## src/rtl/hc595_pkg.sv

```systemverilog
// Shared types and helpers for the 74HC595 chain driver.
package hc595_pkg;

    typedef enum logic [1:0] {
        IDLE  = 2'd0,
        FETCH = 2'd1,
        SHIFT = 2'd2,
        LATCH = 2'd3
    } state_t;

    localparam int unsigned BITS_PER_BYTE = 8;

    // Width of a counter that must hold 0..n-1; never narrower than one bit.
    function automatic int unsigned cnt_w(input int unsigned n);
        int unsigned w;
        w = 1;
        if (n > 2) begin
            w = int'($clog2(n));
        end
        return w;
    endfunction

endpackage

```

## src/rtl/hc595_pwm_oe.sv

```systemverilog
// Brightness PWM for the 74HC595 output enable. Outputs stay dark until the
// first completed frame has been latched into the chain.
module hc595_pwm_oe #(
    parameter int unsigned BRIGHT_W = 4
) (
    input  logic                clk,
    input  logic                nreset,
    input  logic                set_lit,
    input  logic [BRIGHT_W-1:0] brightness,
    output logic                noe
);

    logic [BRIGHT_W-1:0] pwm_cnt;
    logic                lit;

    // Free-running PWM counter, wraps naturally at 2^BRIGHT_W-1.
    always_ff @(posedge clk or negedge nreset) begin
        if (!nreset) begin
            pwm_cnt <= '0;
        end else begin
            pwm_cnt <= pwm_cnt + 1'b1;
        end
    end

    // Lit flag: set once valid data has been latched, cleared only by reset.
    always_ff @(posedge clk or negedge nreset) begin
        if (!nreset) begin
            lit <= 1'b0;
        end else if (set_lit) begin
            lit <= 1'b1;
        end
    end

    // Registered active-low enable; brightness 0 keeps the outputs dark.
    always_ff @(posedge clk or negedge nreset) begin
        if (!nreset) begin
            noe <= 1'b1;
        end else begin
            noe <= ~(lit && (pwm_cnt < brightness));
        end
    end

endmodule

```

## src/rtl/hc595_chain_driver.sv

```systemverilog
// Serialises frame bytes MSB-first into a cascade of 74HC595 shift registers,
// pulses the storage latch, and shares the data line with the stepper DIR bit
// while idle.
module hc595_chain_driver
    import hc595_pkg::*;
#(
    parameter int unsigned CHAIN_BYTES = 1,
    parameter int unsigned SCLK_DIV    = 2,
    parameter int unsigned BRIGHT_W    = 4
) (
    input  logic                clk,
    input  logic                nreset,
    input  logic                frame_start,
    input  logic [7:0]          byte_in,
    input  logic                byte_valid,
    output logic                byte_req,
    input  logic                dir_in,
    input  logic [BRIGHT_W-1:0] brightness,
    output logic                sclk,
    output logic                sdat,
    output logic                latch,
    output logic                noe,
    output logic                busy,
    output logic                frame_done,
    output logic                overrun
);

    localparam int unsigned BYTE_W = cnt_w(CHAIN_BYTES);
    localparam int unsigned DIV_W  = cnt_w(SCLK_DIV);
    localparam int unsigned BIT_W  = cnt_w(BITS_PER_BYTE);

    localparam logic [BYTE_W-1:0] BYTE_LAST = BYTE_W'(CHAIN_BYTES - 1);
    localparam logic [DIV_W-1:0]  DIV_LAST  = DIV_W'(SCLK_DIV - 1);
    localparam logic [BIT_W-1:0]  BIT_LAST  = BIT_W'(BITS_PER_BYTE - 1);

    state_t                   state;
    logic [BYTE_W-1:0]        byte_cnt;
    logic [BIT_W-1:0]         bit_cnt;
    logic [DIV_W-1:0]         div_cnt;
    logic [BITS_PER_BYTE-1:0] shreg;
    logic                     set_lit;

    // The shared line carries DIR while idle; otherwise the current bit,
    // which after the last shift still holds bit 0 through LATCH.
    assign sdat = (state == IDLE) ? dir_in : shreg[BITS_PER_BYTE-1];

    // Last LATCH cycle: the chain outputs now hold a complete frame.
    assign set_lit = (state == LATCH) && (div_cnt == DIV_LAST);

    // Serialiser FSM with registered strobes, divider and counters.
    always_ff @(posedge clk or negedge nreset) begin
        if (!nreset) begin
            state      <= IDLE;
            byte_cnt   <= '0;
            bit_cnt    <= '0;
            div_cnt    <= '0;
            shreg      <= '0;
            sclk       <= 1'b0;
            latch      <= 1'b0;
            busy       <= 1'b0;
            byte_req   <= 1'b0;
            frame_done <= 1'b0;
            overrun    <= 1'b0;
        end else begin
            frame_done <= 1'b0;
            overrun    <= 1'b0;
            if (frame_start && (state != IDLE)) begin
                overrun <= 1'b1;
            end

            case (state)
                IDLE: begin
                    sclk  <= 1'b0;
                    latch <= 1'b0;
                    if (frame_start) begin
                        state    <= FETCH;
                        byte_cnt <= '0;
                        busy     <= 1'b1;
                        byte_req <= 1'b1;
                    end
                end

                FETCH: begin
                    if (byte_valid) begin
                        shreg    <= byte_in;
                        byte_req <= 1'b0;
                        state    <= SHIFT;
                        sclk     <= 1'b0;
                        div_cnt  <= '0;
                        bit_cnt  <= '0;
                    end
                end

                SHIFT: begin
                    if (div_cnt == DIV_LAST) begin
                        div_cnt <= '0;
                        if (!sclk) begin
                            sclk <= 1'b1;
                        end else begin
                            // Falling edge: the only point where sdat may move.
                            sclk <= 1'b0;
                            if (bit_cnt == BIT_LAST) begin
                                if (byte_cnt == BYTE_LAST) begin
                                    state <= LATCH;
                                    latch <= 1'b1;
                                end else begin
                                    byte_cnt <= byte_cnt + 1'b1;
                                    state    <= FETCH;
                                    byte_req <= 1'b1;
                                end
                            end else begin
                                bit_cnt <= bit_cnt + 1'b1;
                                shreg   <= {shreg[BITS_PER_BYTE-2:0], 1'b0};
                            end
                        end
                    end else begin
                        div_cnt <= div_cnt + 1'b1;
                    end
                end

                LATCH: begin
                    if (div_cnt == DIV_LAST) begin
                        div_cnt    <= '0;
                        latch      <= 1'b0;
                        state      <= IDLE;
                        busy       <= 1'b0;
                        frame_done <= 1'b1;
                    end else begin
                        div_cnt <= div_cnt + 1'b1;
                    end
                end

                default: state <= IDLE;
            endcase
        end
    end

    hc595_pwm_oe #(
        .BRIGHT_W(BRIGHT_W)
    ) u_pwm_oe (
        .clk       (clk),
        .nreset    (nreset),
        .set_lit   (set_lit),
        .brightness(brightness),
        .noe       (noe)
    );

endmodule

```

## config.mk

```make
export PLATFORM = sky130hd
export DESIGN_NAME = hc595_chain_driver
export DESIGN_NICKNAME = d
export VERILOG_FILES = /design/src/rtl/hc595_pkg.sv /design/src/rtl/hc595_pwm_oe.sv /design/src/rtl/hc595_chain_driver.sv
export SDC_FILE = /design/constraint.sdc
export NUM_CORES = 1
export LEC_CHECK = 0
export CAP_MARGIN = 25
export CORE_AREA = 4 4 56 58
export CTS_BUF_LIST = sky130_fd_sc_hd__clkbuf_8
export DETAILED_ROUTE_END_ITERATION = 6
export DIE_AREA = 0 0 60 62
export PLACE_DENSITY = 0.81
export SLEW_MARGIN = 20
export SYNTH_ARGS = -nofsm -noshare
export SYNTH_HDL_FRONTEND = slang
export SYNTH_SLANG_ARGS = --single-unit
```

## constraint.sdc

```tcl
create_clock -name clk -period 6.3 [get_ports clk]
set_input_delay 0.63 -clock clk [delete_from_list [all_inputs] [get_ports clk]]
set_output_delay 0.63 -clock clk [all_outputs]
set_load 0.01 [all_outputs]
```

==> summary.txt <==
Synthesis
  – Post-synthesis cell type count: 33
  – Synth Register Bits: 26
  – Synth Area per Inst: 12.3 um2
  – Syn Std Cell Area: 1420 um2
  – Async set-reset flop share out of synthesis: 100%
  – Post-synth EDFFs: 0
  – Cell count after synthesis: 116
  – Syn_nets: 147
  – Syn. warnings: 0
  – Register area share after synthesis: 45.9%
  – Dominant synthesized flop cell: dfrtp_1

Critical path
  – CP Launch Type: flip-flop
  – Worst Path Max Fanout: 19
  – Critical Path RT: 6.46 ns
  – WS Path Type: reg2reg
  – Arrival time worst endpoint: 2.87 ns
  – Worst Setup End Kind: flip-flop

STA
  – Crit path time final: 2.71 ns
  – Max Slew Vio Count: 0
  – Setup TNS: 0 ns
  – Period utilisation layout: 43.1%
  – Worst Skew: 0.00273 ns
  – Slew @ Worst Pin: 0.747 ns
  – Hold_ws: 0.338 ns
  – Worst slew margin: 50.0%
  – RSZ-0062 raised after global routing: no
  – F_max: 369 MHz
  – Final setup violating endpoints: 0
  – Final Hold Vio Count: 0

Flow run
  – Max-cap violations: 0

Placed design
  – Final GP Congestion: 0.712
  – Port Buffers: 24
  – Hpwl dp: 1750 um

Floorplanning
  – Die height: 62 um
  – # IOs: 25
  – Core ar.: 2660 um2
  – Site Rows: 19
  – Die Span X: 60 um
  – Initial Utilization: 53.4%
  – Die ar.: 3720 um2

Clocking
  – CTS Buf Count: 3
  – Clock Latency Late Sink: 0.27 ns
  – Hold-fix buffer count after cts: 0
  – Post-CTS sizing: 0
  – Postcts setup bufs: 0
  – Reg clk slew, reported paths: 0.09 ns
  – CTS tree: done
  – CTS H-Tree Depth: 1
  – CTS root buf: clkbuf_8
  – Longest Clk Path Bufs: 2
  – CTS sink count: 26

Pwr
  – Pint: 521 uW
  – LEAKAGE: 0.806 nW
  – Clock power share: 13.4%
  – Switching Share: 34.7%
  – Switch Pwr: 277 uW
  – P per Cell Area: 460 nW/um2
  – Tot Pwr: 798 uW
  – Sequential power share: 33.7%
  – Peak VDD IR: 0.310 mV
  – Combinational share of power: 52.9%

Global routing
  – Grt ovf: 0
  – GRT Total Usage: 14.4%
  – First-pass GRT wire length: 3960 um
  – Initial antenna violation count: 0
  – Vias in the first global route: 920
  – Largest net degree at the start of global routing: 27

Drt
  – Wire per inst: 13.6 um
  – Final ANT Viol Nets: 0
  – Vias per cell: 5.27
  – Final WL: 2330 um
  – DR pass1 iterations: 4
  – DRC errors left: 0
  – Vias: 907
  – Drt first-iter violations: 22

Min path
  – Min-delay worst type: in2async

Cells and area
  – Layout cells sized above 1: 18.4%
  – P&R area growth vs syn: 22.1%
  – Reg area: 652 um2
  – Core Util, Final: 65.2%
  – Footprint of the multi-input gates: 713 um2
  – N_diodes: 0
  – Layout Nets: 173
  – Fillers: 203

Outcome
  – Status: completed
-- kinds of logic (layout without fill, tap and decap cells) --
group,count (synthesis),count (layout),share of synthesized area (%)
DFF,26,26,45.9
adders and majority gates,14,14,12.3
xor gates and xnor gates,2,2,1.23
buffers and inverters,14,39,4.49
and+or+nand+nor,24,24,8.80
muxes,21,21,18.5
AOI/OAI and AO/OA,15,15,8.80
-- power by group through the flow --
stage                     Clock [mW]  Combinational [mW]  Sequential [mW]
after floorplan                    0               0.325            0.269
after global placement             0               0.398            0.270
after detailed placement           0               0.414            0.273
after CTS                      0.109               0.417            0.269
after global routing           0.116               0.462            0.277
final                          0.107               0.422            0.269
-- state kept, by name, indices dropped and copies added, names as in the netlist --
name	count
sclk	1
state	2
busy	1
byte_req	1
div_cnt	1
u_pwm_oe.pwm_cnt	4
overrun	1
bit_cnt	3
frame_done	1
latch	1
u_pwm_oe.lit	1
shreg	8
u_pwm_oe.noe	1
-- worst max-delay path, stage by stage, from the launching register on --
cell	delay, ns
dfrtp_1	0.42
inv_1	0.13
ha_1	0.48
a221o_1	0.50
a211oi_4	0.68
mux2_1	0.38
-- synth_stat cells (2+ instances only) --
library cell  number  share of area [%]
a21oi_1            2               0.70
dfrtp_1           25                 44
ha_1              14                 12
inv_1             10                2.6
mux2_1             2                1.6
mux2_2             8                6.3
mux2_4             8                8.5
mux2i_1            3                2.1
nand2_1            5                1.3
nand3_1            2               0.70
nor2_1             5                1.3
nor2b_1            6                2.6
nor3b_1            2                1.1
o21ai_0            5                1.8
-- layer usage --
| metal | track usage [%] | share of wire [%] | routed length (um) |
|---|---|---|---|
| met1 | 18.8 | 45 | 1050 |
| met2 | 22.8 | 47 | 1110 |
| met3 | 2.69 | 5.5 | 128 |
| met4 | 7.59 | 2.3 | 53 |
| met5 | 0 | 0 | 0 |
-- through the flow --
stage	worst slack [ns]	std cells	instance area (um2)
finish	3.59	172	1740
global route	3.45	172	1740
CTS	3.33	172	1730
detailed placement	3.28	168	1670
global placement	3.36	168	1680
floorplan	4.20	116	1420
-- layout make-up --
| cell class | count | area share (%) |
|---|---|---|
| Clock buffer | 4 | 3.17 |
| Inverter | 11 | 2.38 |
| Multi-Input combinational cell | 76 | 41.1 |
| Sequential cell | 26 | 37.6 |
| Tap cell | 31 | 2.24 |
| Timing Repair Buffer | 24 | 13.6 |
-- cells in the final DEF, fill, tap and decap left out, types with 2 or more instances in the layout --
cell	n
nor2_1	5
dfrtp_1	25
clkbuf_8	4
ha_1	14
mux2i_1	3
inv_1	10
o21ai_0	5
mux2_1	2
nor2b_1	6
clkdlybuf4s50_1	23
mux2_2	8
nand3_1	2
nand2_1	5
mux2_4	8
nor3b_1	2
a21oi_1	2
-- worst paths after layout --
path	startpoint	end	slack [ns]	cells after the start
max reg2reg	state[0]	shreg[4]	3.59	5
min reg2reg	u_pwm_oe.pwm_cnt[0]	u_pwm_oe.pwm_cnt[0]	0.47	1
min in group clk	u_pwm_oe.pwm_cnt[0]	u_pwm_oe.pwm_cnt[0]	0.47	1
min	nreset	shreg[0]	0.34	1
max in group asynchronous	nreset	u_pwm_oe.noe	5.59	1
max	state[0]	shreg[4]	3.59	5
No activity file was read; power rests on OpenSTA's default activity.
